### config.mk
export PLATFORM = sky130hd
export DESIGN_NAME = jpeg_qnt_feeder
export DESIGN_NICKNAME = d
export VERILOG_FILES = /design/src/rtl/jpeg_qnt_feeder.sv
export SDC_FILE = /design/constraint.sdc
export NUM_CORES = 1
export LEC_CHECK = 0
export BUFFER_PORTS_ARGS = -buffer_cell sky130_fd_sc_hd__buf_2
export CORE_MARGIN = 2
export CORE_UTILIZATION = 57
export CTS_CLUSTER_SIZE = 10
export DETAILED_ROUTE_END_ITERATION = 6
export PLACE_DENSITY = 0.77
export SLEW_MARGIN = 40
export SYNTH_ARGS = -nofsm -noshare
export SYNTH_HDL_FRONTEND = slang
export SYNTH_SLANG_ARGS = --single-unit
### constraint.sdc
create_clock -name clk -period 2 [get_ports clk]
set_input_delay 0.1 -clock clk [delete_from_list [all_inputs] [get_ports clk]]
set_output_delay 0.1 -clock clk [all_outputs]
set_load 0.05 [all_outputs]
### src/rtl/jpeg_qnt_feeder.sv
// jpeg_qnt_feeder
//   Front end of the quantizer/rounder. It takes the 8x8 DCT coefficient stream
//   and pairs each coefficient with its divisor from a loadable 64-entry table.
//   The coefficient is converted to sign/magnitude, and the pair is held in a
//   one-entry output register with a valid/ready handshake toward the divider.
//
// Ports
//   clk, rst          single clock; synchronous active-high reset
//   tbl_we/addr/din   divisor table write port (zig-zag index order)
//   in_valid/ready    coefficient handshake; in_coef is signed, in_sob marks index 0
//   out_valid/ready   divider handshake
//   out_dividend      |coef|, unsigned
//   out_sign          1 = coefficient was negative
//   out_divisor       divisor, never 0
//   out_idx, out_eob  index of the pair within the block; eob when index is 63
//   err_zero_div      sticky: a zero table entry was used
//   err_misalign      sticky: in_sob arrived while the index was not 0

module jpeg_qnt_feeder #(
    parameter int COEF_W = 12,
    parameter int QNT_W  = 8
) (
    input  logic              clk,
    input  logic              rst,
    input  logic              tbl_we,
    input  logic [5:0]        tbl_addr,
    input  logic [QNT_W-1:0]  tbl_din,
    input  logic              in_valid,
    output logic              in_ready,
    input  logic [COEF_W-1:0] in_coef,
    input  logic              in_sob,
    output logic              out_valid,
    input  logic              out_ready,
    output logic [COEF_W-1:0] out_dividend,
    output logic              out_sign,
    output logic [QNT_W-1:0]  out_divisor,
    output logic [5:0]        out_idx,
    output logic              out_eob,
    output logic              err_zero_div,
    output logic              err_misalign
);

    logic [QNT_W-1:0]  tbl [64];
    logic [5:0]        idx;

    logic              accept;
    logic [5:0]        beat_idx;
    logic [QNT_W-1:0]  tbl_rd;
    logic              zero_entry;
    logic              neg;
    logic [COEF_W-1:0] mag;

    // The register can take a new pair whenever it is empty or being drained
    // this cycle, which allows one pair per clock with out_ready held high.
    assign in_ready = !out_valid || out_ready;

    always_comb begin
        accept     = in_valid && in_ready;
        // in_sob forces the beat onto index 0, so the divisor comes from entry 0.
        beat_idx   = in_sob ? 6'd0 : idx;
        // Combinational read sees the pre-write contents of a same-cycle write.
        tbl_rd     = tbl[beat_idx];
        zero_entry = (tbl_rd == '0);
        neg        = in_coef[COEF_W-1];
        // Most negative value maps to 2^(COEF_W-1), which still fits unsigned.
        mag        = neg ? (~in_coef + {{(COEF_W-1){1'b0}}, 1'b1}) : in_coef;
    end

    always_ff @(posedge clk) begin
        if (rst) begin
            for (int i = 0; i < 64; i++) begin
                tbl[i] <= QNT_W'(1);
            end
            idx          <= '0;
            out_valid    <= 1'b0;
            out_dividend <= '0;
            out_sign     <= 1'b0;
            out_divisor  <= QNT_W'(1);
            out_idx      <= '0;
            out_eob      <= 1'b0;
            err_zero_div <= 1'b0;
            err_misalign <= 1'b0;
        end else begin
            if (accept) begin
                out_valid    <= 1'b1;
                out_dividend <= mag;
                // A zero coefficient has a clear sign bit, so it never reports negative.
                out_sign     <= neg;
                out_divisor  <= zero_entry ? QNT_W'(1) : tbl_rd;
                out_idx      <= beat_idx;
                out_eob      <= (beat_idx == 6'd63);
                idx          <= beat_idx + 6'd1;
                if (zero_entry) begin
                    err_zero_div <= 1'b1;
                end
                if (in_sob && (idx != 6'd0)) begin
                    err_misalign <= 1'b1;
                end
            end else if (out_ready) begin
                out_valid <= 1'b0;
            end

            if (tbl_we) begin
                tbl[tbl_addr] <= tbl_din;
            end
        end
    end

endmodule

## Word-level counts from Yosys, hierarchy flattened

Memory sizes are Yosys's and may differ from the RTL's.
Cells that the tools add are included.

| storage, ports and cells | value |
|---|---|
| bits of input ports | 32 |
| memories kept | 1 |
| register bits | 37 |
| RAM bits | 512 |

Memories:

| name | words | width | rd ports | clocked after memory_dff | write ports | RTL line | source |
|---|---|---|---|---|---|---|---|
| tbl | 64 | 8 | 1 | 0 | 64 | 43 | `logic [QNT_W-1:0] tbl [64];` |

| operators by class | value |
|---|---|
| mux-type cells | 13 |
| $add $sub $neg | 2 |
| reductions and logical operators | 10 |
| equality and inequality tests | 1 |
| bitwise operators | 1 |

Operators with widths:

| kind | number |
|---|---|
| two-way mux 8 bit | 2 |
| adder 12 x 1 -> 12 bit, second input constant | 1 |
| two-way mux 12 bit | 1 |
| two-way mux 6 bit | 2 |
| NOT 12 bit | 1 |
| zero test 8 bit | 1 |
| two-way mux 1 bit | 8 |
| OR reduction 8 bit | 1 |
| adder 6 x 1 -> 6 bit, second input constant | 1 |
| equality test 6 bit, second input constant | 1 |
| nonzero test 6 bit | 1 |
| AND reduction 2 bit | 2 |
| logical AND 1 bit | 2 |
| nonzero test 2 bit | 1 |
| zero test 1 bit | 1 |
| logical OR 1 bit | 1 |

## Longest topological paths before layout

Gate-level depths: netlist of the first run.

| logic depth | value |
|---|---|
| depth in word-level cells | 5 |
| gate-level depth with buffers | 12 |

## Worst setup path after synthesis of the first run

OpenSTA, ideal clock, no wires.

| timing path | value |
|---|---|
| path kind | register to register |
| start point | reg idx[2] |
| end point | reg out_divisor[0] |
| data arrival time | 2.037 ns |
| library setup time | 0.124 ns |
| data required time | 1.876 ns |
| slack | -0.162 ns |
| cell stages (with the launch flop) | 11 |
| path through | dfxtp_1 -> buf_6 -> buf_8 -> buf_6 -> mux4_2 -> nand2_1 -> a31oi_1 -> a22o_1 -> o31a_1 -> a211oi_2 -> o21ai_1 |

| on the way | value |
|---|---|
| cells in the longest elaborated chain, start to end | 4 |

Ends and longest elaborated chain:

| item | RTL line | source |
|---|---|---|
| start, declared | 44 | `logic [5:0] idx;` |
| start signal, assigned | 92 | `idx <= beat_idx + 6'd1;` |
| two-way mux 6 bit (*) | 60 | `beat_idx = in_sob ? 6'd0 : idx;` |
| memory read (64 x 8 bit) (*) | - |  |
| zero test 8 bit | 63 | `zero_entry = (tbl_rd == '0);` |
| two-way mux 8 bit (*) | 89 | `out_divisor <= zero_entry ? QNT_W'(1) : tbl_rd;` |
| end signal, assigned | 89 |  |
| end, declared | 36 | `output logic [QNT_W-1:0] out_divisor,` |

Mark *: on every way between the ends. The rest lies on a longest branch, timed or not.
A chain may end at the register's enable or synchronous reset.

## Final worst setup path of the first run

| timing path | value |
|---|---|
| start point | reg idx[2] |
| end point | reg err_zero_div |

| on the way | value |
|---|---|
| cells in the longest elaborated chain, start to end | 4 |

Ends and longest elaborated chain:

| item | RTL line | source |
|---|---|---|
| two-way mux 6 bit | 60 |  |
| memory read (64 x 8 bit) | - |  |
| zero test 8 bit | 63 |  |
| AND reduction 2 bit (no source line) | - |  |
| end signal, assigned | 81 | `err_zero_div <= 1'b0;` |
| end signal, assigned | 94 | `err_zero_div <= 1'b1;` |
| end, declared | 39 | `output logic err_zero_div,` |

No other way between the ends.

==> results.md, run 1 <==
Run status:
- The flow ran to the end, but the final reports show violations.
- The checks that failed: negative setup slack.

Timing:
- The total count of max-transition violations in the final report came to 0.
- Clock skew on the completed layout was measured at 28.3 ps.
- The upper clock frequency limit is 377 MHz.
- For the pin with the worst max-slew slack, the measured transition is 886 ps.
- The final count of hold timing violations is 0.
- The worst-case headroom to the max-slew limit is 41.0%.
- The setup total negative slack is -4160 ps.
- In the post-route analysis, the smallest setup slack over all paths is -655 ps.
- The routed design could run at a clock period as short as 2660 ps.
- The worst hold slack across all endpoints is 38.6 ps.
- Setup repair after global routing could not meet its margin everywhere.
- Setup violations remaining at the end of the flow were counted as 9.
- After layout, the worst path uses 133% of the clock period.

Power and ir drop:
- The switching component of the power is 6.40 mW.
- The sum of internal, switching and leakage power is 26.1 mW.
- The power density over the cells is 790 nW/um2.
- The power share of the clock group is 37.8%.
- The fraction of power consumed by sequential logic is 51.4%.
- The switching share of power is 24.5%.
- The combinational cell fraction of total power is 10.9%.
- Summed over all cells, the static leakage comes to 12.0 nW.
- The internal portion of the total power is 19.7 mW.
- The peak ir drop on the vdd network is 0.753 mV.

Floorplanning:
- For this design the top-level I/O count stands at 64.
- The placement row count is 78.
- The starting utilization of the core area is 58.0%.
- In this run the horizontal extent of the chip is 219 um.
- The die extent in y is 219 um.
- The die covers 48000 um2.
- The core footprint is 45500 um2.

Critical path:
- The end of the worst register-to-register path is err_zero_div.
- The flop-to-flop setup slack is -660 ps.
- Along the worst path, the maximum fanout reaches 5.
- STA classifies the critical path endpoint as a flip-flop.
- At the worst endpoint, the arrival time is 3190 ps.
- The source of the worst register-to-register timing path is idx[2].
- The critical path launch point type is a flip-flop.
- Data on the critical path is required at its endpoint by 2540 ps.
- The critical path is of the flip-flop to flip-flop type.
- The path depth of the worst reg2reg path is 11.

Clocking:
- The clock latency on the worst-skew pair is 640 ps.
- The clock tree from TritonCTS is yes.
- TritonCTS created 61 clock buffers.
- The largest buffer count on any clock path is 3.
- The number of H-tree levels is 2.
- In this run the clock root is driven by a sky130_fd_sc_hd__clkbuf_16.
- The count of clock tree sinks is 549.
- The clock transition at the registers of the reported paths is 70 ps.

Global routing:
- The initial antenna violation count is 0.
- The total congestion overflow after global routing is 0.
- The overall routing resource usage is 37.1%.
- The via count of the first global-routing pass is 19700.
- The first global-routing pass estimated 128000 um of wire.
- Entering global routing, the biggest net connects 103 pins.

Place:
- The placement-stage worst setup slack is -683 ps.
- Detailed placement finished with a half-perimeter wire length of 57200 um.
- Summing all placed instances gives a cell area of 29400 um2.
- The number of I/O port buffers is 63.
- The global placer's final weighted congestion is 1.01.
- The count of placed standard cells including taps is 2946.

Route:
- The number of search-and-repair iterations in the first detailed-routing pass is 6.
- In the routed design, unresolved DRC markers number 0.
- The per-cell via count in the routed design is 6.54.
- The routed wire length is 88600 um.
- The first routing iteration left 2951 violations.
- Across all layers, the routed design uses 20300 vias.
- The wire length per cell after detailed routing is 28.5 um.
- Once detail routing completed, the nets flagged for antenna violations numbered 0.

Cells and area:
- The share of final-layout standard cells stronger than drive strength 1 is 30.8%.
- The count of cells in the finished layout, fillers not included, comes to 3106.
- The area of all sequential standard cells is 16100 um2.
- Relative to the synthesized area, the layout overhead comes to 25.4%.
- In the final layout, the multi-input gates occupy 10300 um2.
- The final net count is 2511.
- At the end of the flow the core is filled with cells to 72.7%.
- The number of diodes added for antenna fixing is 0.
- The final cell area excluding filler cells is 33100 um2.
- The fill cell total of the finished layout is 2976.

Logic synthesis:
- The number of nets produced by synthesis is 2168.
- The proportion of synthesized flip-flops having asynchronous set or reset is 0%.
- After synthesis, the netlist uses 79 different library cells.
- The number of storage elements in the synthesis netlist is 549.
- The number of enable flip-flop cells after synthesis is 512.
- The gate count after technology mapping is 2134.
- Summing every instance area after synthesis gives 26400 um2.
- For this run, the register share of the synthesized area comes to 61.1%.
- Each instance of the synthesized netlist takes up on average 12.4 um2.
- In the synthesized netlist the dominant register cell turns out to be sky130_fd_sc_hd__edfxtp_1.
- For this run, the number of Yosys warnings is 0.

Min path:
- Along the worst hold path, the cell count comes to 2.
- The tightest min-delay check is of the input pin to flip-flop type.
- The worst hold path begins at tbl_din[5].
- The path with the worst hold slack has its endpoint at tbl[44][5].

Flow run:
- Max-cap violations in this run came to 0.
-- cell type report --
cell class / count / area share, %
clock buffer: 90 / 4.95
clock inverter: 2 / 0.0227
inverter: 11 / 0.133
multi-input combinational: 1397 / 31.3
sequential: 549 / 48.8
tap: 600 / 2.27
timing repair buffer: 457 / 12.5
-- what timing repair did --
item,in CTS,in global routing
gates resized for setup,213,60
hold endpoints to repair,14,0
hold buffers,18,0
gates cloned,4,1
pin swaps,52,31
endpoints found under the setup margin,13,13
setup buffers,43,15
-- worst max-delay path by stage --
stage / from / endpoint / slack (ps)
after floorplan: idx[2] / out_divisor[0] / -90
after CTS: idx[2] / err_zero_div / -500
after global placement: idx[2] / out_divisor[0] / -690
final: idx[2] / err_zero_div / -660
after detailed placement: idx[2] / err_zero_div / -680
after global routing: idx[0] / err_zero_div / -680
-- synth_stat cells (23+ instances only) --
master                       n  area [um2]
sky130_fd_sc_hd__o21ai_0    54         270
sky130_fd_sc_hd__dfxtp_1    37         741
sky130_fd_sc_hd__edfxtp_1  512       15400
sky130_fd_sc_hd__o22ai_1    34         213
sky130_fd_sc_hd__and2_1    454        2840
sky130_fd_sc_hd__mux4_2     23         518
sky130_fd_sc_hd__mux2i_1    82         821
sky130_fd_sc_hd__nor2_1    126         473
sky130_fd_sc_hd__or3_1      65         407
sky130_fd_sc_hd__a211oi_1   38         285
sky130_fd_sc_hd__buf_2      32         160
sky130_fd_sc_hd__or2_2      68         425
sky130_fd_sc_hd__o221ai_1   26         228
sky130_fd_sc_hd__clkbuf_1   96         360
sky130_fd_sc_hd__nand2_1    80         300
sky130_fd_sc_hd__a22oi_1    27         203
sky130_fd_sc_hd__nor2b_1    26         163
sky130_fd_sc_hd__a21oi_1    68         340
-- critical path, cell delays in order (launching register included) --
cell and delay [ps]:
sky130_fd_sc_hd__dfxtp_4 410, sky130_fd_sc_hd__buf_12 170, sky130_fd_sc_hd__or2_4 270, sky130_fd_sc_hd__buf_6 140, sky130_fd_sc_hd__buf_4 180, sky130_fd_sc_hd__o221ai_2 150, sky130_fd_sc_hd__buf_4 150, sky130_fd_sc_hd__a31oi_1 100
sky130_fd_sc_hd__a22o_1 260, sky130_fd_sc_hd__nor3_1 310, sky130_fd_sc_hd__nand3_2 150, sky130_fd_sc_hd__o31ai_2 240
-- state kept, by name (all words and copies together) (netlist names) --
signal,count
out_idx,6
out_eob,1
err_zero_div,1
out_dividend,12
tbl,512
idx,6
out_sign,1
out_valid,1
out_divisor,8
err_misalign,1
-- per-layer routing --
metal,GRT usage [%],part of all wire (%),wire [um]
met3,9.20,13,11300
met2,56.5,45,39500
met5,0,0,0
met4,18.7,6.0,5350
met1,49.7,37,32400
-- power groups by stage --
stage	clock, mW	combinational (mW)	sequential (mW)
4_1_cts	9.85	2.66	13.4
2_1_floorplan	0	1.22	13.6
3_3_place_gp	0	2.34	13.6
5_1_grt	10.3	2.92	13.5
3_5_place_dp	0	2.37	13.6
6_report	9.86	2.84	13.4
-- logic make-up after synthesis --
family | count (synthesis) | synth area share (%)
DFF | 549 | 61.1
xor gates and xnor gates | 9 | 0.299
AOI/OAI and AO/OA | 353 | 9.20
adders and majority gates | 2 | 0.0949
and+or+nand+nor | 903 | 19.6
buffers and inverters | 188 | 3.57
muxes | 130 | 6.16
-- layout by cell type (no fill, tap or decap), types with 20 or more instances in the layout --
cell,count
sky130_fd_sc_hd__a21oi_1,56
sky130_fd_sc_hd__and2_1,453
sky130_fd_sc_hd__buf_12,40
sky130_fd_sc_hd__buf_2,62
sky130_fd_sc_hd__buf_4,289
sky130_fd_sc_hd__buf_6,32
sky130_fd_sc_hd__clkbuf_1,29
sky130_fd_sc_hd__clkbuf_16,62
sky130_fd_sc_hd__dfxtp_1,33
sky130_fd_sc_hd__edfxtp_1,512
sky130_fd_sc_hd__mux2_2,20
sky130_fd_sc_hd__mux2i_1,77
sky130_fd_sc_hd__mux4_2,23
sky130_fd_sc_hd__nand2_1,76
sky130_fd_sc_hd__nor2_1,120
sky130_fd_sc_hd__nor2b_1,23
sky130_fd_sc_hd__o21ai_0,33
sky130_fd_sc_hd__o21ai_1,22
sky130_fd_sc_hd__o22ai_1,27
sky130_fd_sc_hd__or2_2,67
sky130_fd_sc_hd__or3_1,64
Power figures use the tool's default switching activity.
==> run 2, diff against run 1 <==
--- a/config.mk
+++ b/config.mk
@@ -6,6 +6,7 @@
 export NUM_CORES = 1
 export LEC_CHECK = 0
 export BUFFER_PORTS_ARGS = -buffer_cell sky130_fd_sc_hd__buf_2
+export CORE_ASPECT_RATIO = 1.75
 export CORE_MARGIN = 2
 export CORE_UTILIZATION = 57
 export CTS_CLUSTER_SIZE = 10
@@ -15,3 +16,4 @@
 export SYNTH_ARGS = -nofsm -noshare
 export SYNTH_HDL_FRONTEND = slang
 export SYNTH_SLANG_ARGS = --single-unit
+export TNS_END_PERCENT = 50
==> run 2 against run 1 <==
Effect of this change: the flow still finishes with violations (negative setup slack); core utilization decreased by 1.3 points; final cell count fell by 1.2%; clock skew grew 5.0 ps; wire length up 3.1%; combinational power decreased by 2%; largest cell class unchanged; largest power group unchanged.
==> results.md, run 2 (synthesis results as in run 1) <==
Run status:
- The run finished, with violations left.
- The checks that failed: negative setup slack.

Place:
- The placement-stage worst setup slack is -976 ps (-292 ps).
- The count of placed standard cells including taps is 2913 (-1.1%).
- The half-perimeter wire length after placement is 60900 um (+6.5%).
- The global placer's final weighted congestion is 1.02 (+1.6%).
- The number of I/O port buffers is 63 (unchanged).

Timing:
- The post-route clock period utilization was 129% (-3.6 points).
- The final count of hold timing violations came to 0 (unchanged).
- The worst setup margin came to -584 ps (+71.0 ps).
- The final-report setup violation count is 11 (+2).
- The total count of max-transition violations in the final report is 0 (unchanged).
- Setup repair after global routing could not meet its margin everywhere.
- The transition time at the pin with the least slew margin is 700 ps (-185 ps).
- The upper clock frequency limit is 387 MHz (+2.7%).
- The worst-case headroom to the max-slew limit is 53.3% (+12 points).
- The minimum period implied by the final worst setup slack is 2580 ps (-71.0 ps).
- The worst clock skew was 33.3 ps (+4.96 ps).

Critical path:
- STA classifies the critical path startpoint as a flip-flop.
- The end of the worst register-to-register path is err_zero_div.
- The path depth of the worst reg2reg path is 11 (unchanged).
- The worst setup path is of the flip-flop to flip-flop kind.
- Walking the worst path, the cells encountered are buf_12 > buf_4 > nand2b_4 > buf_4 > o21ai_0 > a21oi_1 > o22ai_1 > a22oi_2 > a211oi_2 > o211ai_1 > o31ai_2.
- The beginning of the critical path is idx[2].
- The required time of the critical path is 2540 ps (about the same).
- The arrival time reported for the critical path endpoint is 3120 ps (-70 ps).
- The worst setup path is captured at a flip-flop.
- The source of the worst register-to-register timing path is idx[2].
- Among cell families on the critical path, the largest total delay comes from compound AO/OA/AOI/OAI gates.
- The flop-to-flop setup slack is -580 ps (+70 ps).
- The slowest stage of the critical path is the sky130_fd_sc_hd__dfxtp_4 cell.
- The highest net fanout along the worst path is 7 (+2).
- The critical path's most frequent cell is sky130_fd_sc_hd__buf_4.
- The delay of the slowest cell on the worst path was 470 ps (+60 ps).
- The worst path buffer plus inverter count is 3 (-1).

Cells and area:
- The share of final-layout standard cells stronger than drive strength 1 is 30.3% (-0.54 points).
- The number of flip-flops under the largest register name was 512 (unchanged).
- The fill cell total of the finished layout came to 2954 (-0.74%).
- The area of the multi-input gates came to 10200 um2 (-1.2%).
- The leading cell type in the layout, fill and taps excluded is sky130_fd_sc_hd__edfxtp_1.
- The register bank with the most flops is tbl.
- The largest registers in the layout are tbl (512), out_dividend (12), out_divisor (8).
- The number of diodes added for antenna fixing was 0 (unchanged).
- The final net count came to 2495 (-0.64%).
- The post-route non-filler standard cell count was 3068 (-1.2%).
- The library cells used most frequently in the layout, excluding fill and tap cells, are sky130_fd_sc_hd__edfxtp_1, sky130_fd_sc_hd__and2_1, sky130_fd_sc_hd__buf_4, sky130_fd_sc_hd__nor2_1, sky130_fd_sc_hd__nand2_1.
- The area added between synthesis and finish is 24.0%.
- The area of all sequential standard cells was 16100 um2 (about the same).

Min path:
- The path with the worst hold slack has its endpoint at out_dividend[0].
- The startpoint of the lowest-slack hold path is rst.
- The cell depth of the worst hold path was 3 (+1).
- The min-delay analysis places its worst path in the category input pin to flip-flop.

Clocking:
- The count of clock tree sinks is 549 (unchanged).
- The clock transition at the registers of the reported paths is 60 ps (about the same).
- The largest buffer count on any clock path is 3 (unchanged).
- The clock tree from TritonCTS is yes.
- The total clock buffers created by CTS is 61 (unchanged).
- The number of H-tree levels came to 2 (unchanged).
- In this run the clock root is driven by a sky130_fd_sc_hd__clkbuf_16.
- The clock latency on the worst-skew pair is 620 ps (-20 ps).

Floorplanning:
- The core footprint is 45800 um2 (+0.72%).
- The starting utilization of the core area is 57.6% (-0.41 points).
- The number of ports placed on the die boundary was 64 (unchanged).
- The placement row count is 104 (+33%).
- The die extent in y is 289 um (+32%).
- The die outline area is 48100 um2 (+0.14%).
- The chip width is 167 um (-24%).

Route:
- The wire length per cell after detailed routing came to 29.8 um (+4.4%).
- The number of search-and-repair iterations in the first detailed-routing pass is 5 (-1).
- The post-detailed-route DRC marker count is 0 (unchanged).
- The number of DRC markers in iteration 0 is 2672 (-9.5%).
- The total number of vias was 20100 (-1.1%).
- The final antenna-violating net count is 0 (unchanged).
- The routed wire length is 91300 um (+3.1%).
- The per-cell via count in the routed design is 6.55 (+0.13%).

Power and ir drop:
- The reported leakage power is 11.8 nW (-1.2%).
- The power density over the cells is 797 nW/um2 (+0.87%).
- The peak ir drop on the vdd network is 0.919 mV (+22%).

Flow run:
- The number of max-cap violations came to 0 (unchanged).

Global routing:
- The global-route wire length before repair is 131000 um (+2.5%).
- The pin count of the biggest net entering global routing is 103 (unchanged).
- The initial antenna violation count came to 3 (+3).
- The total congestion overflow after global routing was 0 (unchanged).
- The overall routing resource usage is 37.3% (+0.23 points).
- The via count of the first global-routing pass is 20000 (+1.4%).
run 2: cell types whose count changed in the layout (fill, tap and decap cells not counted), sizes merged:
cell         previous run  this run
buf                   436       421
clkbuf                 91        88
clkinv                  2         0
clkinvlp                0         2
dlygate4sd3            18        16
inv                    11        10
run 2: tightest hold or removal path: stages:
cell	delay (ps)
sky130_fd_sc_hd__buf_4	120
sky130_fd_sc_hd__buf_12	200
sky130_fd_sc_hd__a21oi_1	150
run 2: worst max-delay path by stage:
stage                          end  slack, ps  depth (start not counted)
floorplan           out_divisor[0]        -90                         10
global placement      err_zero_div      -1270                         10
detailed placement    err_zero_div       -980                         10
CTS                   err_zero_div       -520                         10
global route          err_zero_div       -660                         10
finish                err_zero_div       -580                         11
run 2: metal layers:
metal	part of all wire (%)	vias to the layer above	global-route usage, %
li1	-	8445	-
met5	0	-	0
met2	48	1449	61.9
met4	9.5	0	28.7
met3	9.2	415	6.44
met1	33	9787	43.3
run 2: metrics by stage:
stage	setup TNS (ps)	utilization, %	hold slack (ps)	power [mW]	instance area (um2)
3_3_place_gp	-7120	63.9	355	15.9	29200
4_1_cts	-3920	69.8	29.3	25.8	32000
6_report	-4190	71.3	9.96	26.0	32700
5_1_grt	-4760	71.3	59.0	26.6	32700
3_5_place_dp	-6430	63.9	366	16.0	29300
2_1_floorplan	-147	-	229	14.8	26400
run 2: timing repair:
action                                  CTS  global route
gates cloned                              2             2
pin swaps                                37            55
hold endpoints to repair                 14             0
gates resized for setup                 133           104
buffers inserted                         31            23
endpoints found under the setup margin   10            13
hold buffers                             16             0
run 2: power breakdown:
group	leakage, nW	switching [mW]	internal, mW
sequential	5.21	0.301	13.1
clock	0.797	4.28	5.57
combinational	5.81	1.74	1.03
total	11.8	6.31	19.7
run 2: layout make-up:
class	count	area share, %
clock buffers	86	5.02
clock inverters	1	0.0268
inverters	11	0.157
multi-input cells	1397	31.3
flip-flops and latches	549	49.3
well taps	583	2.23
repair buffers	441	11.9
